`config.mk`:
```
export PLATFORM = sky130hd
export DESIGN_NAME = alarm_log_master
export DESIGN_NICKNAME = d
export VERILOG_FILES = /design/src/rtl/alarm_log_master.sv
export SDC_FILE = /design/constraint.sdc
export NUM_CORES = 1
export LEC_CHECK = 0
export ABC_AREA = 1
export BUFFER_PORTS_ARGS = -buffer_cell sky130_fd_sc_hd__buf_2
export CAP_MARGIN = 10
export CORE_MARGIN = 1.5
export CORE_UTILIZATION = 50
export CTS_BUF_LIST = sky130_fd_sc_hd__clkbuf_4 sky130_fd_sc_hd__clkbuf_8 sky130_fd_sc_hd__clkbuf_16
export CTS_CLUSTER_DIAMETER = 30
export DETAILED_ROUTE_END_ITERATION = 10
export HOLD_SLACK_MARGIN = 0.15
export PLACE_DENSITY = 0.77
export SYNTH_ARGS = -nofsm -noshare
export SYNTH_HDL_FRONTEND = slang
export SYNTH_SLANG_ARGS = --single-unit
```
`constraint.sdc`:
```
create_clock -name clk -period 2.2 [get_ports clk]
set_input_delay 0.11 -clock clk [delete_from_list [all_inputs] [get_ports clk]]
set_output_delay 0.11 -clock clk [all_outputs]
set_load 0.1 [all_outputs]
```
`src/rtl/alarm_log_master.sv`:
```
`default_nettype none
// ============================================================================
// Module      : alarm_log_master
// Description : Avalon-MM master that keeps a circular log of timestamped
//               alarm events in on-chip RAM. Each entry is one 32-bit word,
//               {timestamp, code}. Log entries can be read back by index,
//               where index 0 is the oldest entry. A clear request zeroes
//               the whole log region.
// Revision    : 1.0 - initial release
// ============================================================================
module alarm_log_master #(
    parameter int                ADDR_W       = 11,
    parameter logic [ADDR_W-1:0] BASE_ADDR    = 11'h600,
    parameter int                LOG_DEPTH    = 256,
    parameter int                TS_W         = 24,
    parameter int                READ_LATENCY = 1
) (
    input  logic                         clk,
    input  logic                         reset_n,
    input  logic                         event_valid,
    input  logic [7:0]                   event_code,
    output logic                         event_ready,
    input  logic                         clear_req,
    output logic                         clear_busy,
    input  logic                         rd_req,
    input  logic [$clog2(LOG_DEPTH)-1:0] rd_index,
    output logic                         rd_ready,
    output logic                         rd_valid,
    output logic [31:0]                  rd_data,
    output logic                         rd_err,
    output logic [$clog2(LOG_DEPTH):0]   log_count,
    output logic                         log_overflow,
    output logic [ADDR_W-1:0]            avm_address,
    output logic [3:0]                   avm_byteenable,
    output logic                         avm_write,
    output logic [31:0]                  avm_writedata,
    output logic                         avm_read,
    input  logic [31:0]                  avm_readdata,
    input  logic                         avm_waitrequest
);

    localparam int IDX_W = $clog2(LOG_DEPTH);
    localparam int LAT_W = (READ_LATENCY > 1) ? $clog2(READ_LATENCY) : 1;

    localparam logic [2:0] c_st_idle     = 3'd0;
    localparam logic [2:0] c_st_write    = 3'd1;
    localparam logic [2:0] c_st_rd_issue = 3'd2;
    localparam logic [2:0] c_st_rd_wait  = 3'd3;
    localparam logic [2:0] c_st_rd_done  = 3'd4;
    localparam logic [2:0] c_st_clear    = 3'd5;

    localparam logic [IDX_W:0]   c_count_full = (IDX_W+1)'(LOG_DEPTH);
    localparam logic [IDX_W-1:0] c_idx_last   = IDX_W'(LOG_DEPTH - 1);
    localparam logic [LAT_W-1:0] c_lat_last   = LAT_W'(READ_LATENCY - 1);

    logic [2:0]        r_state;
    logic [2:0]        w_state_nxt;
    logic [TS_W-1:0]   r_ts;
    logic [IDX_W-1:0]  r_wr_ptr;
    logic [IDX_W:0]    r_count;
    logic              r_overflow;
    logic [ADDR_W-1:0] r_addr;
    logic [31:0]       r_wdata;
    logic [31:0]       r_rd_data;
    logic              r_rd_err;
    logic [LAT_W-1:0]  r_lat_cnt;
    logic [IDX_W-1:0]  r_clr_idx;

    logic              w_idle;
    logic              w_rd_oob;
    logic [IDX_W-1:0]  w_rd_slot;
    logic [ADDR_W-1:0] w_rd_addr;

    // Oldest entry sits at wr_ptr - count; the slot arithmetic wraps inside
    // the log region because it is carried out in IDX_W bits.
    assign w_idle    = (r_state == c_st_idle);
    assign w_rd_oob  = ({1'b0, rd_index} >= r_count);
    assign w_rd_slot = r_wr_ptr - r_count[IDX_W-1:0] + rd_index;
    assign w_rd_addr = BASE_ADDR + ADDR_W'(w_rd_slot);

    assign event_ready    = w_idle & ~clear_req;
    assign rd_ready       = w_idle & ~clear_req & ~event_valid;
    assign clear_busy     = (r_state == c_st_clear);
    assign rd_valid       = (r_state == c_st_rd_done);
    assign rd_data        = r_rd_data;
    assign rd_err         = r_rd_err;
    assign log_count      = r_count;
    assign log_overflow   = r_overflow;
    assign avm_address    = r_addr;
    assign avm_byteenable = 4'hF;
    assign avm_write      = (r_state == c_st_write) || (r_state == c_st_clear);
    assign avm_writedata  = r_wdata;
    assign avm_read       = (r_state == c_st_rd_issue);

    // State register.
    always_ff @(posedge clk) begin
        if (!reset_n) begin
            r_state <= c_st_idle;
        end else begin
            r_state <= w_state_nxt;
        end
    end

    // Next-state logic; IDLE arbitrates clear > event > read.
    always_comb begin
        w_state_nxt = r_state;
        case (r_state)
            c_st_idle: begin
                if (clear_req) begin
                    w_state_nxt = c_st_clear;
                end else if (event_valid) begin
                    w_state_nxt = c_st_write;
                end else if (rd_req) begin
                    w_state_nxt = w_rd_oob ? c_st_rd_done : c_st_rd_issue;
                end
            end
            c_st_write: begin
                if (!avm_waitrequest) begin
                    w_state_nxt = c_st_idle;
                end
            end
            c_st_rd_issue: begin
                if (!avm_waitrequest) begin
                    w_state_nxt = c_st_rd_wait;
                end
            end
            c_st_rd_wait: begin
                if (r_lat_cnt == c_lat_last) begin
                    w_state_nxt = c_st_rd_done;
                end
            end
            c_st_rd_done: begin
                w_state_nxt = c_st_idle;
            end
            c_st_clear: begin
                if (!avm_waitrequest && (r_clr_idx == c_idx_last)) begin
                    w_state_nxt = c_st_idle;
                end
            end
            default: begin
                w_state_nxt = c_st_idle;
            end
        endcase
    end

    // Datapath: timestamp, pointers, bus address/data and read response.
    always_ff @(posedge clk) begin
        if (!reset_n) begin
            r_ts       <= '0;
            r_wr_ptr   <= '0;
            r_count    <= '0;
            r_overflow <= 1'b0;
            r_addr     <= '0;
            r_wdata    <= '0;
            r_rd_data  <= '0;
            r_rd_err   <= 1'b0;
            r_lat_cnt  <= '0;
            r_clr_idx  <= '0;
        end else begin
            r_ts <= r_ts + 1'b1;
            case (r_state)
                c_st_idle: begin
                    if (clear_req) begin
                        r_addr    <= BASE_ADDR;
                        r_wdata   <= '0;
                        r_clr_idx <= '0;
                    end else if (event_valid) begin
                        r_addr  <= BASE_ADDR + ADDR_W'(r_wr_ptr);
                        r_wdata <= {r_ts, event_code};
                    end else if (rd_req) begin
                        if (w_rd_oob) begin
                            r_rd_data <= '0;
                            r_rd_err  <= 1'b1;
                        end else begin
                            r_addr    <= w_rd_addr;
                            r_lat_cnt <= '0;
                        end
                    end
                end
                c_st_write: begin
                    if (!avm_waitrequest) begin
                        r_wr_ptr <= r_wr_ptr + 1'b1;
                        if (r_count == c_count_full) begin
                            r_overflow <= 1'b1;
                        end else begin
                            r_count <= r_count + 1'b1;
                        end
                    end
                end
                c_st_rd_wait: begin
                    if (r_lat_cnt == c_lat_last) begin
                        r_rd_data <= avm_readdata;
                        r_rd_err  <= 1'b0;
                    end else begin
                        r_lat_cnt <= r_lat_cnt + 1'b1;
                    end
                end
                c_st_clear: begin
                    if (!avm_waitrequest) begin
                        if (r_clr_idx == c_idx_last) begin
                            r_wr_ptr   <= '0;
                            r_count    <= '0;
                            r_overflow <= 1'b0;
                        end else begin
                            r_clr_idx <= r_clr_idx + 1'b1;
                            r_addr    <= r_addr + 1'b1;
                        end
                    end
                end
                default: begin
                end
            endcase
        end
    end

endmodule
`default_nettype wire

```
# [Word-level counts from Yosys, hierarchy flattened]
# Index checks and enable logic that the tools add are counted.
[word_totals] reg_bits=130 latch_bits=0 mem_bits_rw=0 romBits=0 input_bits=54 output_inout_bits=96 wordCells=121 memories=0
[classes] add_sub_neg=10 n_mul=0 div=0 order_cmp=1 eq_ne=24 n_shift=0 mux=54 n_bitwise=4 reduce_logical=17
[op_table] cell="$mux 32" count=7
[op_table] cell="$mux 11" count=6
[op_table] cell="$pmux 32 s2" count=1
[op_table] cell="$mux 8" count=6
[op_table] cell="$mux 9" count=4
[op_table] cell="$pmux 8 s2" count=2
[op_table] cell="$reduce_and 5->1" count=5
[op_table] cell="$add 24x1->24 const B" count=1
[op_table] cell="$mux 3" count=8
[op_table] cell="$add 10x9->11 const A" count=2
[op_table] cell="$ne 2x2->1 const B" count=11
[op_table] cell="$pmux 11 s2" count=1
[op_table] cell="$pmux 9 s2" count=1
[op_table] cell="$add 8x1->8 const B" count=2
[op_table] cell="$pmux 3 s5" count=1
[op_table] cell="$mux 1" count=14
[op_table] cell="$add 11x1->11 const B" count=1
[op_table] cell="$add 9x1->9 const B" count=1
[op_table] cell="$eq 9x9->1 const B" count=1
[op_table] cell="$ge 8x9->1" count=1
[op_table] cell="$add 8x8->8" count=1
[op_table] cell="$eq 8x8->1 const B" count=1
[op_table] cell="$ne 2x1->1 const B" count=4
[op_table] cell="$ne 4x4->1 const B" count=2
[op_table] cell="other kinds (16)" count=26

# [Depth between registers and ports, before layout]
# Gate-level depths: netlist of run 1.
[logic_depth] ltp_word=8 mapped_depth=15 depth_no_buf=14

# [Worst setup path before layout of run 1]
# Ideal clock, no wire load.
[synth_path] kind="register to register" startpoint="register r_state[1]" endpoint="register r_state[2]" setup_time_ns=0.128 t_arrival_ns=3.288 required_ns=2.072 slack_ns=-1.216 stages_incl_launch_ff=10 path_buffers=0 period_less_slack_ns=3.416 path_cell_list="dfxtp_1 > inv_2 > nor3_1 > inv_1 > nand2_1 > nand2_1 > o21ai_0 > nor2_1 > a21oi_1 > nor2_1"
[synth_between] elab_chain_cells=3 elab_cells_between_ends=12
[synth_rtl] element="start, declared" line_no="56" rtl="logic [2:0] r_state;"
[synth_rtl] element="start signal, assigned" line_no="98" rtl="r_state <= c_st_idle;"
[synth_rtl] element="start signal, assigned" line_no="100" rtl="r_state <= w_state_nxt;"
[synth_rtl] element="$eq 3x2->1 *"
[synth_rtl] element="named net avm_read" line_no="37" rtl="output logic avm_read,"
[synth_rtl] element="$ne 2x2->1 (no line)"
[synth_rtl] element="$reduce_and 5->1 (no line)"
# Mark *: on every way through the listed nets, which the timed path passes. The rest lies on a longest branch.
# A chain may end at the register's enable or synchronous reset.

# [Worst setup path in the final report of run 1]
[layout_path] startpoint="register r_count[1], in the netlist log_count[1]" endpoint="register r_addr[2], in the netlist avm_address[2]"
[layout_between] elab_chain_cells=8 elab_cells_between_ends=11
[layout_rtl] element="start, declared" line_no="60" rtl="logic [IDX_W:0] r_count;"
[layout_rtl] element="start signal, assigned" line_no="186" rtl="r_count <= r_count + 1'b1;"
[layout_rtl] element="$sub 8x8->8" line_no="78" rtl="assign w_rd_slot = r_wr_ptr - r_count[IDX_W-1:0] + rd_index;"
[layout_rtl] element="$add 8x8->8" line_no="78"
[layout_rtl] element="$add 10x9->11" line_no="79" rtl="assign w_rd_addr = BASE_ADDR + ADDR_W'(w_rd_slot);"
[layout_rtl] element="$mux 11" line_no="171" rtl="if (w_rd_oob) begin"
[layout_rtl] element="$mux 11" line_no="170" rtl="end else if (rd_req) begin"
[layout_rtl] element="$mux 11" line_no="167" rtl="end else if (event_valid) begin"
[layout_rtl] element="$mux 11" line_no="163" rtl="if (clear_req) begin"
[layout_rtl] element="$pmux 11 s2" line_no="161" rtl="case (r_state)"
[layout_rtl] element="end signal, assigned" line_no="168" rtl="r_addr <= BASE_ADDR + ADDR_W'(r_wr_ptr);"
[layout_rtl] element="end signal, assigned" line_no="175" rtl="r_addr <= w_rd_addr;"
[layout_rtl] element="end signal, assigned" line_no="206" rtl="r_addr <= r_addr + 1'b1;"
[layout_rtl] element="end, declared" line_no="62" rtl="logic [ADDR_W-1:0] r_addr;"
# Several ways; a longest one is shown, not always the timed one. The select of a mux whose other input is x is not followed.

==> impl_metrics.tcl, run 1 <==
set metrics [dict create \
    synth-seq-cells 129 \
    p_per_area_nw_per_um2 1000 \
    synth_seq_area_share_pct 37.9 \
    die_y_microns 120 \
    clkSinkCount 129 \
    r2r-start "log_count[1]" \
    antenna_found_initial 0 \
    path_class "reg2reg" \
    use_met1_pct 33.8 \
    cts_tree "done" \
    gp_routability_congestion 0.891 \
    avgSynthCellArea_sq_um 6.82 \
    mostFrequentLayoutCell "nand2_1" \
    grt_pass1_vias 6768 \
    holdCritPathClass "in2reg" \
    cp_cell_sequence "fa_1 > inv_2 > fa_1 > xnor2_1 > o21ai_0 > a21oi_1 > nand3_1 > nand2_1 > a21oi_1" \
    use_met3_pct 5.99 \
    power_leakage_nw 3.97 \
    cp_max_fo 3 \
    vias 7170 \
    layout_setup_ws_ns 0.0977 \
    fp.dieW_microns 120 \
    clk_pin_slew_worst_paths_ns 0.06 \
    nFillCells 1115 \
    io_pins 150 \
    rows 42 \
    clock-skew-final_ns 0.00653 \
    drc 0 \
    area_delta_synth_final_pct 32.6 \
    grt_pass1_wl_mm 31.7 \
    grt_remaining_overflow 0 \
    synth_cells 1000 \
    fin_setup_tns_ns 0 \
    cp.arrival_ns 2.40 \
    slew_violations 0 \
    ys_types 38 \
    synth-edff-count 0 \
    cts.htree.levels 4 \
    end_kind "register" \
    post-place-ws_ns 0.0801 \
    finalCriticalPeriod_ns 2.10 \
    first_pass_iters 7 \
    cts_made_buffers 17 \
    grt.total_usage_pct 27.4 \
    cp_slowest_stage_delay_ns 0.52 \
    drtIter0Drc 560 \
    max_cap_violations 0 \
    crit_buf_inv 1 \
    max-clock-path-buffers 2 \
    routedWlPerCell_microns 14.1 \
    worst_path_max_delay_cell "fa_1" \
    grt_max_degree 70 \
    finalSetupViolations 0 \
    path_depth 9 \
    period_share_pct 95.6 \
    clkLatencyLatePin_ns 0.41 \
    cp-start-kind "register" \
    coreArea_sq_um 13300 \
    drive_gt1_share_pct 22.2 \
    power.total_mw 9.05 \
    dpl.hpwl_mm 12.9 \
    min_from "rd_req" \
    avgViaCountPerCell 5.17 \
    crit_family "adder cells" \
    die_area_sq_um 14300 \
    start_util_pct 51.3 \
    antenna_cells 0 \
    routed_wl_mm 19.5 \
    detail-route-antenna-nets 0 \
    ys_warn_count 0 \
    startpoint "log_count[1]" \
    ir_drop_mv 0.808 \
    whs_ns 0.213 \
    root_buffer "clkbuf_16" \
    syn_area_sq_um 6820 \
    required_ns 2.50 \
    grt-busiest-layer "met2" \
    min_delay_path_depth 5 \
    max_freq_mhz 476 \
    slew_headroom_pct 66.2 \
    outcome "complete, no violations" \
    tightest_slew_ns 0.511 \
    mostFrequentLayoutCells "266 x nand2_1, 144 x buf_2, 124 x inv_1, 116 x a21oi_1, 115 x dfxtp_1" \
    r2r.worst_path.cells 9 \
    io_buffer_count 145 \
    rsz0062_at_grt "true" \
    grt.met2_usage_pct 46.9 \
    yosys_most_used_dff "dfxtp_1" \
    hold_viol_final 0 \
    layout.nets 1282 \
    ys_async_sr_fraction_pct 0 \
]
## kinds of logic after synthesis
| group | after synthesis | synth area share, % |
|---|---|---|
| AO/OA/AOI/OAI | 158 | 12.0 |
| XOR/XNOR | 16 | 2.06 |
| adder cells (fa/ha/maj) | 29 | 6.09 |
| buffers and inverters | 172 | 10.1 |
| flip-flops | 129 | 37.9 |
| other | 1 | 0.0550 |
| AND/OR/NAND/NOR | 495 | 31.8 |
## synthesized netlist by cell type (3+ instances only)
cell type / number / area, sq um
nand2_1: 268 / 1010
nor2_1: 85 / 319
inv_2: 7 / 26.3
ha_1: 22 / 275
nor2_4: 5 / 56.3
nor4_1: 4 / 25.0
or2_2: 8 / 50.1
fa_1: 7 / 140
buf_2: 6 / 30.0
o22ai_1: 7 / 43.8
nand4_1: 22 / 138
xnor2_1: 3 / 26.3
xor2_1: 13 / 114
inv_1: 127 / 477
buf_4: 5 / 37.5
nor3_1: 19 / 95.1
clkbuf_1: 23 / 86.3
a21oi_1: 117 / 586
nand3_1: 69 / 345
nand2_2: 5 / 31.3
o21ai_0: 27 / 135
dfxtp_1: 129 / 2580
## flip-flops by register name, summed over array words and instances, names as in the netlist
register and flops:
avm_writedata 32, rd_data 32, r_ts 24, avm_address 11, log_count 9, r_clr_idx 8
r_wr_ptr 8, r_state 3, log_overflow 1, rd_err 1
## metal layers
| metal | wire length [microns] | share of wire, % | vias up |
|---|---|---|---|
| li1 | - | - | 3604 |
| met1 | 8250 | 42 | 3279 |
| met2 | 9680 | 50 | 229 |
| met3 | 929 | 4.8 | 58 |
| met4 | 643 | 3.3 | 0 |
| met5 | 0 | 0 | - |
## per-stage QoR
step | util (%) | cells | instance area, sq um
after CTS | 67.2 | 1386 | 8930
after floorplan | - | 1003 | 6870
after detailed placement | 59.2 | 1311 | 7870
final | 68.0 | 1388 | 9040
after global routing | 68.0 | 1388 | 9040
after global placement | 59.2 | 1311 | 7870
## worst reg2reg max path: stages (launching register included)
cell	delay (ns)
dfxtp_4	0.36
fa_1	0.52
inv_2	0.05
fa_1	0.47
xnor2_1	0.16
o21ai_0	0.09
a21oi_1	0.15
nand3_1	0.09
nand2_1	0.07
a21oi_1	0.04
## timing repair
action | CTS | global route
hold buffers | 43 | 0
setup buffers | 0 | 2
hold endpoints to repair | 55 | 0
resized for setup | 0 | 19
setup endpoints to repair | 0 | 31
## power breakdown
| part | switching, mW | internal (mW) | total [mW] |
|---|---|---|---|
| Sequential | 0.206 | 2.51 | 2.72 |
| Combinational | 2.52 | 0.813 | 3.34 |
| Clock | 1.07 | 1.93 | 3.00 |
| Total | 3.80 | 5.26 | 9.05 |
## final timing paths
path / slack, ns / to
setup reg to reg: 0.1 / avm_address[2]
hold reg to reg: 0.45 / rd_err
setup / recovery: 0.1 / avm_address[2]
hold / removal: 0.21 / avm_address[10]
## final cells by class
cell class	instances	area (sq um)	area share, %
clock buffers	21	485	5.37
well taps	176	220	2.44
flip-flops and latches	129	2620	28.9
multi-input cells	702	3670	40.6
repair buffers	215	1400	15.5
inverters	134	503	5.56
clock inverters	11	149	1.65
Power figures use the tool's default switching activity.
==> inputs of run 2 (changes only) <==
--- a/config.mk
+++ b/config.mk
@@ -8,13 +8,15 @@
 export ABC_AREA = 1
 export BUFFER_PORTS_ARGS = -buffer_cell sky130_fd_sc_hd__buf_2
 export CAP_MARGIN = 10
+export CELL_PAD_IN_SITES_DETAIL_PLACEMENT = 0
+export CELL_PAD_IN_SITES_GLOBAL_PLACEMENT = 1
 export CORE_MARGIN = 1.5
-export CORE_UTILIZATION = 50
+export CORE_UTILIZATION = 35
 export CTS_BUF_LIST = sky130_fd_sc_hd__clkbuf_4 sky130_fd_sc_hd__clkbuf_8 sky130_fd_sc_hd__clkbuf_16
 export CTS_CLUSTER_DIAMETER = 30
 export DETAILED_ROUTE_END_ITERATION = 10
 export HOLD_SLACK_MARGIN = 0.15
-export PLACE_DENSITY = 0.77
+export PLACE_DENSITY_LB_ADDON = 0.1
 export SYNTH_ARGS = -nofsm -noshare
 export SYNTH_HDL_FRONTEND = slang
 export SYNTH_SLANG_ARGS = --single-unit
==> impl_metrics.tcl, run 2 (same netlist as run 1, synthesis figures left out) <==
set metrics [dict create \
    cts_tree "done" \
    max_freq_mhz 477 \
    max-clock-path-buffers 2 \
    vias 6953 \
    gp_routability_congestion 0.799 \
    cp.arrival_ns 1.99 \
    io_buffer_count 145 \
    fin_area_sq_um 9320 \
    clkSinkCount 129 \
    antenna_found_initial 0 \
    drive_gt1_share_pct 24.7 \
    coreArea_sq_um 18900 \
    fin_setup_tns_ns 0 \
    finalCriticalPeriod_ns 2.10 \
    layout.nets 1292 \
    max_cap_violations 0 \
    r2r_setup_slack_ns 0.11 \
    power_leakage_nw 4.06 \
    die_y_microns 143 \
    end_kind "primary output" \
    p_seq_share_pct 29.1 \
    fp.dieW_microns 143 \
    clock-skew-final_ns 0.00717 \
    comb_power_share_pct 36.9 \
    grt_remaining_overflow 0 \
    area_delta_synth_final_pct 36.8 \
    postLayoutCoreUtil_pct 49.3 \
    drc 0 \
    cp-start-kind "register" \
    path_class "reg2out" \
    grt_max_degree 52 \
    cts_made_buffers 17 \
    rows 50 \
    start_util_pct 36.1 \
    period_share_pct 95.3 \
    clkLatencyLatePin_ns 0.41 \
    grt_pass1_vias 6572 \
    required_ns 2.09 \
    drtIter0Drc 309 \
    tightest_slew_ns 0.538 \
    mostFrequentLayoutCells "262 x nand2_1, 144 x buf_2, 118 x inv_1, 113 x a21oi_1, 113 x dfxtp_1" \
    grt.total_usage_pct 20.7 \
    power.total_mw 9.33 \
    holdCritPathClass "in2reg" \
    clk_pin_slew_worst_paths_ns 0.06 \
    postPlaceCellArea_sq_um 8050 \
    grt_pass1_wl_mm 33.1 \
    ir_drop_mv 0.601 \
    routed_wl_mm 20.7 \
    p_switching_mw 3.92 \
    avgViaCountPerCell 4.69 \
    dpl.hpwl_mm 14.9 \
    hold_viol_final 0 \
    p_per_area_nw_per_um2 1000 \
    detail-route-antenna-nets 0 \
    mostFrequentLayoutCell "nand2_1" \
    outcome "complete, no violations" \
    internal_power_mw 5.40 \
    die_area_sq_um 20300 \
    cts.htree.levels 4 \
    power_frac_clock_pct 34.0 \
    first_pass_iters 5 \
    slew_headroom_pct 64.4 \
    io_pins 150 \
    routedWlPerCell_microns 14.0 \
    rsz0062_at_grt "true" \
    slew_violations 0 \
    root_buffer "clkbuf_16" \
    antenna_cells 0 \
    switching_share_pct 42.1 \
    cp_max_fo 11 \
    finalSetupViolations 0 \
]
==> run 2: cell count changes in the layout (fill, tap and decap cells not counted), sizes merged <==
cell	previous run	this run
clkinv	2	6
clkinvlp	3	1
dlygate4sd3	43	42
buf	172	183
clkbuf	21	17
bufinv	3	5
==> run 2: final cells by class <==
cell class	instances	area, sq um
inverter	134	504
clock buffer	17	425
sequential	129	2620
fill	1985	9570
tap	260	325
timing repair buffer	225	1490
multi-input combinational	702	3730
clock inverter	15	231
==> run 2: critical path, stage by stage (launching register included) <==
cell and delay [ns]:
dfxtp_1 0.52, inv_2 0.17, nor2_4 0.21, buf_4 0.22, buf_2 0.45
==> run 2: metrics by stage <==
stage               std cells  hold WS, ns  setup slack (ns)
floorplan                1003        0.248           0.00759
global placement         1403        0.367            0.0655
detailed placement       1403        0.369            0.0148
CTS                      1477        0.187            0.0109
global route             1482        0.218           -0.0177
finish                   1482        0.205             0.104
==> run 2: final timing paths <==
| kind | from | endpoint | cells after the start |
|---|---|---|---|
| max | r_state[2] | clear_busy | 4 |
| min | rd_req | r_state[0] | 4 |
| max reg2reg | r_wr_ptr[4] | avm_address[6] | 14 |
| min reg2reg | rd_err | rd_err | 2 |
==> run 2: what timing repair did <==
action,in CTS,in global routing
hold endpoints to repair,44,0
hold buffers,42,0
setup endpoints to repair,1,38
gates resized for setup,1,43
pin swaps,0,19
setup buffers,0,5
==> run 2: power by group through the flow <==
stage | Combinational (mW) | Clock [mW] | Sequential, mW
2_1_floorplan | 1.61 | 0 | 3.67
3_3_place_gp | 3.32 | 0 | 2.77
3_5_place_dp | 3.30 | 0 | 2.77
4_1_cts | 3.38 | 3.24 | 2.72
5_1_grt | 3.73 | 3.35 | 2.75
6_report | 3.44 | 3.17 | 2.72
==> run 2: metal layers <==
metal | part of all wire [%] | GRT usage, % | wire, microns
met3 | 2.7 | 4.04 | 559
met1 | 45 | 26.1 | 9330
met5 | 0 | 0 | 0
met2 | 51 | 35.6 | 10500
met4 | 1.7 | 6.08 | 361
